### config.mk
export PLATFORM = sky130hd
export DESIGN_NAME = debounce_filter_multi
export DESIGN_NICKNAME = d
export VERILOG_FILES = /design/src/rtl/debounce_pkg.sv /design/src/rtl/debounce_ch.sv /design/src/rtl/debounce_filter_multi.sv
export SDC_FILE = /design/constraint.sdc
export NUM_CORES = 1
export LEC_CHECK = 0
export BUFFER_PORTS_ARGS = -buffer_cell sky130_fd_sc_hd__buf_2
export CAP_MARGIN = 20
export CORE_AREA = 2 2 62 52
export CTS_CLUSTER_DIAMETER = 150
export DETAILED_ROUTE_END_ITERATION = 16
export DIE_AREA = 0 0 64 54
export PLACE_DENSITY = 0.75
export SLEW_MARGIN = 10
export SYNTH_ARGS = -nofsm -noshare
export SYNTH_HDL_FRONTEND = slang
export SYNTH_HIERARCHICAL = 1
export SYNTH_SLANG_ARGS = --single-unit
### constraint.sdc
create_clock -name clk -period 1.9 [get_ports clk]
set_clock_uncertainty 0.15 [all_clocks]
set_input_delay 0.285 -clock clk [delete_from_list [all_inputs] [get_ports clk]]
set_output_delay 0.285 -clock clk [all_outputs]
set_load 0.005 [all_outputs]
### src/rtl/debounce_pkg.sv
// rtl/debounce_pkg.sv - shared debounce defaults and counter sizing helper
package debounce_pkg;

    localparam int DEFAULT_WAIT_CLK    = 10;
    localparam int DEFAULT_SYNC_STAGES = 2;

    // Counter must hold values 0..wait_clk-1 plus headroom used by callers.
    function automatic int cnt_width(input int wait_clk);
        return $clog2(wait_clk + 1);
    endfunction

endpackage

### src/rtl/debounce_ch.sv
// rtl/debounce_ch.sv - single debounce channel: stability counter, level and edge pulses
module debounce_ch
    import debounce_pkg::*;
#(
    parameter int   WAIT_CLK = DEFAULT_WAIT_CLK,
    parameter int   CNT_W    = cnt_width(WAIT_CLK),
    parameter logic INIT_VAL = 1'b0
) (
    input  logic clk,
    input  logic rst_n,
    input  logic s_i,
    output logic level_o,
    output logic rise_o,
    output logic fall_o,
    output logic evt_d_o
);

    localparam logic [CNT_W-1:0] CNT_MAX = CNT_W'(WAIT_CLK - 1);

    logic [CNT_W-1:0] cnt_q, cnt_d;
    logic             level_q, level_d;
    logic             rise_q, rise_d;
    logic             fall_q, fall_d;

    always_comb begin
        cnt_d   = cnt_q;
        level_d = level_q;
        rise_d  = 1'b0;
        fall_d  = 1'b0;
        if (s_i == level_q) begin
            cnt_d = '0;
        end else if (cnt_q == CNT_MAX) begin
            // WAIT_CLK consecutive differing samples: take the new level.
            level_d = s_i;
            cnt_d   = '0;
            rise_d  = s_i;
            fall_d  = ~s_i;
        end else begin
            cnt_d = cnt_q + CNT_W'(1);
        end
    end

    always_ff @(posedge clk or negedge rst_n) begin
        if (!rst_n) begin
            cnt_q   <= '0;
            level_q <= INIT_VAL;
            rise_q  <= 1'b0;
            fall_q  <= 1'b0;
        end else begin
            cnt_q   <= cnt_d;
            level_q <= level_d;
            rise_q  <= rise_d;
            fall_q  <= fall_d;
        end
    end

    assign level_o = level_q;
    assign rise_o  = rise_q;
    assign fall_o  = fall_q;
    assign evt_d_o = rise_d | fall_d;

endmodule

### src/rtl/debounce_filter_multi.sv
// rtl/debounce_filter_multi.sv - N-channel synchronised debouncer with edge pulses and aggregate event
module debounce_filter_multi
    import debounce_pkg::*;
#(
    parameter int              N_CH        = 4,
    parameter int              WAIT_CLK    = DEFAULT_WAIT_CLK,
    parameter int              SYNC_STAGES = DEFAULT_SYNC_STAGES,
    parameter logic [N_CH-1:0] INIT_VAL    = {N_CH{1'b0}},
    parameter int              CNT_W       = cnt_width(WAIT_CLK)
) (
    input  logic            clk,
    input  logic            rst_n,
    input  logic [N_CH-1:0] sig,
    output logic [N_CH-1:0] debc_sig,
    output logic [N_CH-1:0] rise,
    output logic [N_CH-1:0] fall,
    output logic            any_evt
);

    logic [N_CH-1:0] s_w;
    logic [N_CH-1:0] evt_d_w;
    logic            any_evt_q;

    for (genvar i = 0; i < N_CH; i++) begin : g_ch
        logic [SYNC_STAGES-1:0] sync_q;

        always_ff @(posedge clk or negedge rst_n) begin
            if (!rst_n) begin
                sync_q <= {SYNC_STAGES{INIT_VAL[i]}};
            end else begin
                sync_q <= {sync_q[SYNC_STAGES-2:0], sig[i]};
            end
        end

        assign s_w[i] = sync_q[SYNC_STAGES-1];

        debounce_ch #(
            .WAIT_CLK (WAIT_CLK),
            .CNT_W    (CNT_W),
            .INIT_VAL (INIT_VAL[i])
        ) u_ch (
            .clk     (clk),
            .rst_n   (rst_n),
            .s_i     (s_w[i]),
            .level_o (debc_sig[i]),
            .rise_o  (rise[i]),
            .fall_o  (fall[i]),
            .evt_d_o (evt_d_w[i])
        );
    end

    // Registered from the channels' next-state pulses so it lines up with rise/fall.
    always_ff @(posedge clk or negedge rst_n) begin
        if (!rst_n) begin
            any_evt_q <= 1'b0;
        end else begin
            any_evt_q <= |evt_d_w;
        end
    end

    assign any_evt = any_evt_q;

endmodule

==> results.md <==
- Mapped cell area: 1530 µm²
- Hpwl dp: 1820 µm
- Post-DP Area: 1710 µm²
- CP endpoint kind: flip-flop
- Most common cell after layout, fill and taps aside: dfrtp_1
- Share of post-route cells with drive strength above 1: 27.3%
- CP max stage delay: 0.51 ns
- FF-to-FF setup slack: 0.36 ns
- Slew Viols, Final: 0
- Reg2reg end: any_evt
- RR Startpoint: g_ch[1].u_ch/cnt_q[0]
- Most frequent cells in the layout: dfrtp_1, buf_2, nor2_1
- PortBufs: 18
- Initial drt markers: 74
- Hold Path Stages: 0
- Initial antenna violation count: 0
- GRT Total Usage: 17.6%
- Antenna Cells: 0
- Initial core utilization: 52.8%
- Root Driver: clkbuf_4
- Flops & latches, synth: 37
- Status: finished, final reports clean
- Design Area, Final: 1810 µm²
- Global route overflow: 0
- Worst path arrival time: 1.60 ns
- Sink of the worst hold path: g_ch[2].sync_q[1]
- Core Area: 2910 µm²
- Data required time of the worst path: 1.96 ns
- Post-layout min period: 1.54 ns
- First-pass GRT wire length: 4330 µm
- Die H: 54 µm
- Area grow syn2layout: 18.2%
- Syn Nets: 124
- Top-area cell type share of the netlist area: 60.4%
- TritonCTS Buffers: 5
- Reg2Reg Depth: 4
- Critical path fanouts, max: 6
- Register area: 926 µm²
- P_leak: 0.947 nW
- Final GP Congestion: 0.711
- Vias in the first global route: 958
- Achievable frequency: 650 MHz
- CP max-delay cell: or4_1
- Final design utilization: 62.4%
- Yosys warns: 6
- Delay-heaviest family, CP: simple AND/OR/NAND/NOR gates
- Total power per unit cell area: 787 nW/µm²
- Vias: 973
- Die Span X: 64 µm
- Setup Buffers After CTS: 0
- Worst-Skew Late Latency: 0.33 ns
- Die area: 3460 µm²
- Peak VDD IR: 0.453 mV
- Final ANT Viol Nets: 0
- Mean Syn Cell Area: 13.0 µm²
- Wirelength per Cell: 13.0 µm
- Std-Cell Rows: 18
- Fillers: 232
- Placed cells: 181
- Final WL: 2520 µm
- Crit-path cells: nor2b_4, nand3b_4, nor2_1, or4_1
- Worst path bufs/invs: 0
- Leading area contributor after synthesis: dfrtp_1
- H-tree levels: 2
- Hold Crit Start: g_ch[2].sync_q[0]
- Slew @ Worst Pin: 0.445 ns
- Largest net degree at the start of global routing: 38
- CTS sink cnt: 37
- RSZ-0062 raised after global routing: no
- Hold WC Path Type: reg2reg
- CTS tree: yes
- Count of maximum capacitance violations: 0
- Synth Instances: 118
- CTS clk-pin slew, worst paths: 0.11 ns
- Final non-filler cell total: 194
- Critical Path Start Type: flip-flop
- DR vias/cell: 5.02
- Worst setup path class: reg2reg
- Synth unique cells: 18
- CTS Buffer Depth: 2
- Nets: 159
- Area of the multi-input gates: 593 µm²
- Seq/Total Area, Yosys: 60.4%
- I/O pin count: 19
- Largest cells by area after synthesis: dfrtp_1, nand3b_4, mux2_4
- Fin crit share: 80.9%
- Final setup vio count: 0
- TritonRoute pass-1 iters: 4
- Setup TNS: 0 ns
- Drt drc: 0
- Final hold vios: 0
- Slew HR: 70.3%
[routing by layer]
layer	global-route usage, %	part of all wire, %	vias to the layer above
li1	-	-	478
met1	22.8	49	471
met2	26.4	46	24
met3	5.44	5.2	0
met4	10.9	0	0
met5	0	0	-
[cells by family (layout without fill, tap and decap cells)]
family / Yosys count / count (layout) / synth area share, %
AO/OA/AOI/OAI: 16 / 16 / 6.20
XOR/XNOR: 8 / 8 / 4.57
buffers and inverters: 4 / 40 / 0.979
flip-flops: 37 / 37 / 60.4
multiplexers: 4 / 4 / 3.92
AND/OR/NAND/NOR: 49 / 49 / 24.0
[synth_stat cells (all sizes together)]
library cell / number
nor2: 12
nand3b: 8
or4: 1
nor2b: 4
inv: 4
a21o: 4
nand4: 4
dfrtp: 37
a31oi: 4
nand2b: 8
xnor2: 4
xor2: 4
o21ai: 4
mux2: 4
a21oi: 4
nor3b: 8
nand2: 4
[sequential cells by signal, indices dropped and copies added (netlist names)]
signal             count
any_evt                1
g_ch.sync_q            8
g_ch.u_ch/cnt_q       16
g_ch.u_ch/fall_o       4
g_ch.u_ch/level_o      4
g_ch.u_ch/rise_o       4
[worst max-delay path by stage]
stage,from,to,slack (ns),cells past startpoint
final,g_ch[1].u_ch/cnt_q[0],any_evt,0.36,4
after CTS,g_ch[1].u_ch/cnt_q[0],any_evt,0.35,4
after global placement,g_ch[3].u_ch/cnt_q[0],any_evt,0.43,4
after floorplan,g_ch[1].u_ch/level_o,any_evt,0.33,3
after global routing,g_ch[1].u_ch/level_o,any_evt,0.26,3
after detailed placement,g_ch[1].u_ch/cnt_q[0],any_evt,0.38,4
[layout make-up]
class / count / area share [%]
clock buffer: 6 / 2.28
tap: 40 / 2.76
timing repair buffer: 28 / 9.80
sequential: 37 / 51.1
clock inverter: 2 / 0.552
inverter: 4 / 0.828
multi-input combinational: 77 / 32.7
[per-stage QoR]
step                setup slack, ns  hold slack (ns)  power (mW)
floorplan                     0.330           -0.161       0.991
global placement              0.428            0.182        1.04
detailed placement            0.380            0.191        1.05
CTS                           0.354            0.215        1.45
global route                  0.264            0.219        1.51
finish                        0.362            0.204        1.43
[what timing repair did]
action                    4_1_cts  5_1_grt
hold endpoints to repair       41        0
hold buffers                    5        0
gates resized for setup         0        0
[power breakdown]
| group | internal (mW) | switching [mW] | leakage (nW) | total (mW) |
|---|---|---|---|---|
| sequential | 0.828 | 0.0609 | 0.488 | 0.889 |
| clock | 0.141 | 0.240 | 0.0320 | 0.381 |
| combinational | 0.0876 | 0.0685 | 0.426 | 0.156 |
| total | 1.06 | 0.370 | 0.947 | 1.43 |
Note: power is estimated with default switching activity, not from simulation.
